File: src/rtl/mesh_terminal_adapter.sv
// Terminal adapter between one device and one mesh port: show-ahead TX/RX FIFOs plus a
// two-state pop FSM. Define MESH_TERM_ADDR_CHECK_EN to build the destination address checker.
module mesh_terminal_adapter #(
  parameter int unsigned pkg_sz     = 40,
  parameter int unsigned fifo_depth = 4,
  parameter int unsigned ROW_ID     = 0,
  parameter int unsigned COL_ID     = 0
) (
  input  logic              clk,
  input  logic              reset,
  input  logic [pkg_sz-1:0] tx_data,
  input  logic              tx_valid,
  output logic              tx_ready,
  output logic [pkg_sz-1:0] data_out_i_in,
  output logic              pndng_i_in,
  input  logic              popin,
  input  logic [pkg_sz-1:0] data_out,
  input  logic              pndng,
  output logic              pop,
  output logic [pkg_sz-1:0] rx_data,
  output logic              rx_valid,
  input  logic              rx_ready,
  output logic [15:0]       tx_count,
  output logic [15:0]       rx_count,
  output logic [7:0]        misroute_cnt,
  output logic              misroute_err
);

  localparam int unsigned AW = $clog2(fifo_depth);
  localparam logic [pkg_sz-1:0] JumpMask = {8'h00, {(pkg_sz-8){1'b1}}};

  typedef logic [AW:0] ptr_t;
  typedef enum logic {StIdle, StPop} rx_state_e;

  // TX FIFO
  logic [pkg_sz-1:0] tx_mem_q [fifo_depth];
  ptr_t              tx_wr_q, tx_rd_q;
  logic              tx_empty, tx_full, tx_push, tx_pop;

  assign tx_empty      = (tx_wr_q == tx_rd_q);
  assign tx_full       = (tx_wr_q[AW] != tx_rd_q[AW]) && (tx_wr_q[AW-1:0] == tx_rd_q[AW-1:0]);
  assign tx_ready      = !tx_full;
  assign pndng_i_in    = !tx_empty;
  assign data_out_i_in = tx_mem_q[tx_rd_q[AW-1:0]];
  assign tx_push       = tx_valid && !tx_full;
  assign tx_pop        = popin && !tx_empty;

  always_ff @(posedge clk) begin
    if (reset) begin
      tx_wr_q  <= '0;
      tx_rd_q  <= '0;
      tx_count <= '0;
      for (int i = 0; i < int'(fifo_depth); i++) tx_mem_q[i] <= '0;
    end else begin
      if (tx_push) begin
        // nxt_jump is cleared on entry so the mesh starts routing from zero hops
        tx_mem_q[tx_wr_q[AW-1:0]] <= tx_data & JumpMask;
        tx_wr_q                   <= tx_wr_q + ptr_t'(1);
      end
      if (tx_pop) begin
        tx_rd_q  <= tx_rd_q + ptr_t'(1);
        tx_count <= tx_count + 16'd1;
      end
    end
  end

  // RX FIFO and pop FSM
  logic [pkg_sz-1:0] rx_mem_q [fifo_depth];
  ptr_t              rx_wr_q, rx_rd_q;
  logic              rx_empty, rx_full, rx_capture, rx_pop;
  rx_state_e         state_q, state_d;

  assign rx_empty   = (rx_wr_q == rx_rd_q);
  assign rx_full    = (rx_wr_q[AW] != rx_rd_q[AW]) && (rx_wr_q[AW-1:0] == rx_rd_q[AW-1:0]);
  assign rx_valid   = !rx_empty;
  assign rx_data    = rx_mem_q[rx_rd_q[AW-1:0]];
  assign rx_pop     = rx_valid && rx_ready;
  assign rx_capture = (state_q == StPop);

  // Captures only land from StPop, so in StIdle the occupancy already includes every
  // in-flight packet; a concurrent read is deliberately not counted as freeing a slot.
  always_comb begin
    state_d = state_q;
    pop     = 1'b0;
    unique case (state_q)
      StIdle: if (pndng && !rx_full) state_d = StPop;
      StPop: begin
        pop     = 1'b1;
        state_d = StIdle;
      end
    endcase
  end

  always_ff @(posedge clk) begin
    if (reset) begin
      state_q  <= StIdle;
      rx_wr_q  <= '0;
      rx_rd_q  <= '0;
      rx_count <= '0;
      for (int i = 0; i < int'(fifo_depth); i++) rx_mem_q[i] <= '0;
    end else begin
      state_q <= state_d;
      if (rx_capture) begin
        rx_mem_q[rx_wr_q[AW-1:0]] <= data_out;
        rx_wr_q                   <= rx_wr_q + ptr_t'(1);
        rx_count                  <= rx_count + 16'd1;
      end
      if (rx_pop) rx_rd_q <= rx_rd_q + ptr_t'(1);
    end
  end

`ifdef MESH_TERM_ADDR_CHECK_EN
  logic [7:0] mis_cnt_q;
  logic       mis_err_q;
  logic       misrouted;

  assign misrouted = (data_out[pkg_sz-9:pkg_sz-12] != 4'(ROW_ID)) ||
                     (data_out[pkg_sz-13:pkg_sz-16] != 4'(COL_ID));

  always_ff @(posedge clk) begin
    if (reset) begin
      mis_cnt_q <= '0;
      mis_err_q <= 1'b0;
    end else if (rx_capture && misrouted) begin
      mis_err_q <= 1'b1;
      if (mis_cnt_q != 8'hFF) mis_cnt_q <= mis_cnt_q + 8'd1;
    end
  end

  assign misroute_cnt = mis_cnt_q;
  assign misroute_err = mis_err_q;
`else
  assign misroute_cnt = 8'h00;
  assign misroute_err = 1'b0;
`endif

endmodule

File: config.mk
export PLATFORM = sky130hd
export DESIGN_NAME = mesh_terminal_adapter
export DESIGN_NICKNAME = d
export VERILOG_FILES = /design/src/rtl/mesh_terminal_adapter.sv
export SDC_FILE = /design/constraint.sdc
export NUM_CORES = 1
export LEC_CHECK = 0
export ABC_AREA = 1
export CORE_MARGIN = 10
export CORE_UTILIZATION = 28
export DETAILED_ROUTE_END_ITERATION = 12
export GPL_ROUTABILITY_DRIVEN = 0
export SLEW_MARGIN = 40
export SYNTH_ARGS = -nofsm -noshare
export SYNTH_HDL_FRONTEND = slang
export SYNTH_SLANG_ARGS = --single-unit
File: constraint.sdc
create_clock -name clk -period 4.8 [get_ports clk]
set_input_delay 0.96 -clock clk [delete_from_list [all_inputs] [get_ports clk]]
set_output_delay 0.96 -clock clk [all_outputs]
set_load 0.05 [all_outputs]
==> tab_implementation.tex <==
\begin{tabular}{lr}
\hline
Metric & Value \\
\hline
\multicolumn{2}{l}{\textbf{Final layout}} \\
Synthesis-to-finish area growth & 24.7\% \\
Share of final-layout standard cells stronger than drive strength 1 & 11.0\% \\
Fraction of the core area covered by cells at the end of the flow & 35.5\% \\
Commonest non-fill, non-tap cells in the layout & 388 x sky130\_fd\_sc\_hd\_\_nor2\_1, 288 x sky130\_fd\_sc\_hd\_\_edfxtp\_1, 160 x sky130\_fd\_sc\_hd\_\_o21ai\_0 \\
Fill cell count & 5,269 \\
Leading cell type in the layout, fill and taps excluded & sky130\_fd\_sc\_hd\_\_nor2\_1 \\
Multi-input logic area & 0.00454 mm2 \\
Number of diodes added for antenna fixing & 0 \\
Sequential cell area & 0.00963 mm2 \\
Nets@finish & 1,725 \\
\multicolumn{2}{l}{\textbf{Power and ir drop}} \\
Cell leakage power & 0.00706 uW \\
Power per cell area & 455 mW/mm2 \\
Maximum resistive drop on vdd & 0.000406 V \\
\multicolumn{2}{l}{\textbf{Worst setup path}} \\
Chain of cells forming the critical path & buf\_4 -> o21ai\_0 -> o22ai\_1 -> clkdlybuf4s50\_1 \\
Category of cells accounting for the largest share of critical-path delay & buffers and inverters \\
Data arrival time of the worst path & 3.04 ns \\
Crit-path slowest cell & sky130\_fd\_sc\_hd\_\_clkdlybuf4s50\_1 \\
CP max FO & 41 \\
Startpoint Class & register \\
Number of logic stages on the critical path including buffering & 4 \\
Path type of the worst setup path & register to primary output \\
Worst path bufs/invs & 2 \\
Worst Reg2Reg Path Length in Cells & 7 \\
Register-to-Register Setup Slack & 2.29 ns \\
Reg-to-reg startpoint & tx\_wr\_q[0]\$\_SDFFE\_PP0P\_ \\
Slowest cell delay on critical path & 0.86 ns \\
Crit. End Element & primary output \\
Critical Path Sink & rx\_data[36] \\
Required time worst endpoint & 3.84 ns \\
Reg2reg end & tx\_mem\_q[1][14]\$\_SDFFCE\_PN0P\_ \\
\multicolumn{2}{l}{\textbf{Floorplan}} \\
Core area & 0.0529 mm2 \\
Horiz. Die Dim & 252 um \\
Die Area & 0.0634 mm2 \\
Starting utilization of the core area & 28.5\% \\
Vertical die dimension & 252 um \\
Ports placed on the boundary & 211 \\
Number of placement rows & 84 \\
\multicolumn{2}{l}{\textbf{Clock network}} \\
Source-to-sink clock delay at the later pin of the worst-skew pair & 0.56 ns \\
Level count of the clock H-tree & 2 \\
Register clock-pin slew on the reported worst setup and hold paths & 0.06 ns \\
Num Clock Sinks & 337 \\
Num CTS Buffers & 40 \\
Post-CTS Hold Fix Bufs & 0 \\
Post-CTS setup repair buffer count & 0 \\
Post-cts gate resize count & 0 \\
TritonCTS clock tree & yes \\
Clock root buffer & sky130\_fd\_sc\_hd\_\_clkbuf\_16 \\
Max Buffers Root-to-Sink & 3 \\
\multicolumn{2}{l}{\textbf{Synth}} \\
Share of Yosys cell area claimed by the top area cell type & 57.5\% \\
Cell accounting for the most synthesized area & sky130\_fd\_sc\_hd\_\_edfxtp\_1 \\
Average cell area after synthesis & 10.2 um2 \\
FFs w/ async S/R, synth & 0\% \\
Seq cells post-synth & 337 \\
Top flip-flop cell by instance count after synthesis & sky130\_fd\_sc\_hd\_\_edfxtp\_1 \\
Sequential-to-total area share from yosys stat & 64.0\% \\
Synthesized netlist cell count & 1,469 \\
Dominant cells by area after synthesis & sky130\_fd\_sc\_hd\_\_edfxtp\_1 57\%, sky130\_fd\_sc\_hd\_\_nor2\_1 9.7\%, sky130\_fd\_sc\_hd\_\_dfxtp\_1 6.5\% \\
Number of library cell types mapped by synthesis & 36 \\
Yosys Warn Count & 0 \\
Post-synthesis cell area & 0.0151 mm2 \\
Count of flip-flops with a built-in enable after synthesis & 288 \\
\multicolumn{2}{l}{\textbf{Timing}} \\
Number of failing setup endpoints in the final timing report & 0 \\
Max-slew violation count & 0 \\
Worst slew pin tran & 0.754 ns \\
Unrepaired setup endpoints after global routing & no \\
Setup TNS & 0 ns \\
Final Hold Vio Count & 0 \\
Final worst-path cycle share & 83.4\% \\
Min cycle time layout & 4.00 ns \\
Maximum operating frequency & 0.250 GHz \\
Final clock skew & 0.0143 ns \\
Relative slew slack & 49.8\% \\
\multicolumn{2}{l}{\textbf{Status}} \\
Status & finished, final reports clean \\
\multicolumn{2}{l}{\textbf{Run}} \\
Maxcap violations & 0 \\
\multicolumn{2}{l}{\textbf{Routing}} \\
Detailed router's first-iteration violation count & 789 \\
Average wire length per cell after detail routing & 18.1 um \\
Final ANT Viol Nets & 0 \\
First-pass iteration count of the detailed router & 5 \\
Post-route DRC & 0 \\
Number of vias after detailed routing & 11,100 \\
Average vias per placed instance & 4.72 \\
DRT Wirelength & 42.5 mm \\
\multicolumn{2}{l}{\textbf{GRT}} \\
Total congestion overflow & 0 \\
Wire length of the first global-routing pass & 65.5 mm \\
Total routing resource utilization after global routing & 13.1\% \\
Pin count of the biggest net entering global routing & 81 \\
Initial antenna violation count & 0 \\
Number of global-route vias before repair & 11,300 \\
\multicolumn{2}{l}{\textbf{Place}} \\
Half-perimeter wire length of the detailed placement result & 25.4 mm \\
IO Port Bufs & 185 \\
\multicolumn{2}{l}{\textbf{Worst hold path}} \\
Hold Crit Class & register to register \\
\hline
\end{tabular}
## synth_stat cells, types with 4 or more instances
master,count
sky130_fd_sc_hd__a21oi_1,27
sky130_fd_sc_hd__buf_1,4
sky130_fd_sc_hd__buf_2,17
sky130_fd_sc_hd__buf_4,21
sky130_fd_sc_hd__buf_6,10
sky130_fd_sc_hd__clkbuf_1,56
sky130_fd_sc_hd__dfxtp_1,49
sky130_fd_sc_hd__edfxtp_1,288
sky130_fd_sc_hd__ha_1,6
sky130_fd_sc_hd__inv_1,110
sky130_fd_sc_hd__inv_2,4
sky130_fd_sc_hd__nand2_1,96
sky130_fd_sc_hd__nand3_1,13
sky130_fd_sc_hd__nand4_1,5
sky130_fd_sc_hd__nor2_1,388
sky130_fd_sc_hd__nor3_1,62
sky130_fd_sc_hd__nor3_2,40
sky130_fd_sc_hd__o21ai_0,163
sky130_fd_sc_hd__o22ai_1,72
sky130_fd_sc_hd__xnor2_1,4
sky130_fd_sc_hd__xor2_1,10
## through the flow
step / instance area (um2) / power [uW] / hold slack [ns] / cells / worst slack [ns]
4_1_cts: 18800 / 8650 / 0.493 / 2353 / 0.724
5_1_grt: 18800 / 8890 / 0.523 / 2353 / 0.586
3_5_place_dp: 17500 / 5680 / 0.485 / 2279 / 1.18
2_1_floorplan: 15100 / 4920 / 0.472 / 1485 / 0.183
6_report: 18800 / 8540 / 0.497 / 2353 / 0.797
3_3_place_gp: 17500 / 5650 / 0.471 / 2279 / 1.28
## tightest hold or removal path, stage by stage (launching register included)
cell and delay, ns:
sky130_fd_sc_hd__dfxtp_1 0.33, sky130_fd_sc_hd__inv_1 0.06, sky130_fd_sc_hd__a21oi_1 0.06
## worst min path at each step
stage,from,to,slack [ns],cells past startpoint
after floorplan,tx_rd_q[1]$_SDFFE_PP0P_,register,0.47,2
after global placement,rx_count[13]$_SDFFE_PP0P_,rx_count[13]$_SDFFE_PP0P_,0.47,2
after detailed placement,rx_count[13]$_SDFFE_PP0P_,rx_count[13]$_SDFFE_PP0P_,0.48,2
after CTS,rx_count[13]$_SDFFE_PP0P_,rx_count[13]$_SDFFE_PP0P_,0.49,2
after global routing,rx_count[7]$_SDFFE_PP0P_,rx_count[7]$_SDFFE_PP0P_,0.52,2
final,rx_count[13]$_SDFFE_PP0P_,rx_count[13]$_SDFFE_PP0P_,0.50,2
## layer usage
metal	wire length, um	GRT usage [%]	share of wire [%]	up-vias
met5	0	0	0	-
met4	693	3.48	1.6	0
met3	2940	3.22	6.9	48
met2	20900	22.9	49	311
met1	17900	15.7	42	5421
li1	-	-	-	5323
## layout make-up
class	instances	area share, %
Clock buffer	51	5.83
Multi-Input combinational cell	923	24.2
Inverter	117	2.37
Tap cell	688	4.59
Clock inverter	23	0.947
Sequential cell	337	51.3
Timing Repair Buffer	214	10.8
## power breakdown
part | switching, uW | internal, uW
clock | 1220 | 1730
combinational | 1560 | 602
sequential | 71.9 | 3360
## state kept, by name, summed over array words and instances, names as in the netlist, named ones only
name / cells
rx_capture: 1
rx_count: 16
rx_mem_q: 160
rx_rd_q: 3
rx_wr_q: 3
tx_count: 16
tx_mem_q: 128
tx_rd_q: 3
tx_wr_q: 3
## kinds of logic (layout without fill, tap and decap cells)
group | Yosys count | after routing | synth area share (%)
simple gates | 618 | 618 | 18.3
flops | 337 | 337 | 64.0
compound gates | 268 | 268 | 9.61
buf+inv | 225 | 405 | 6.79
xor+xnor | 14 | 14 | 0.815
fa+ha+maj | 6 | 6 | 0.499
other cells | 1 | 17 | 0.0249
Power figures use the tool's default switching activity.
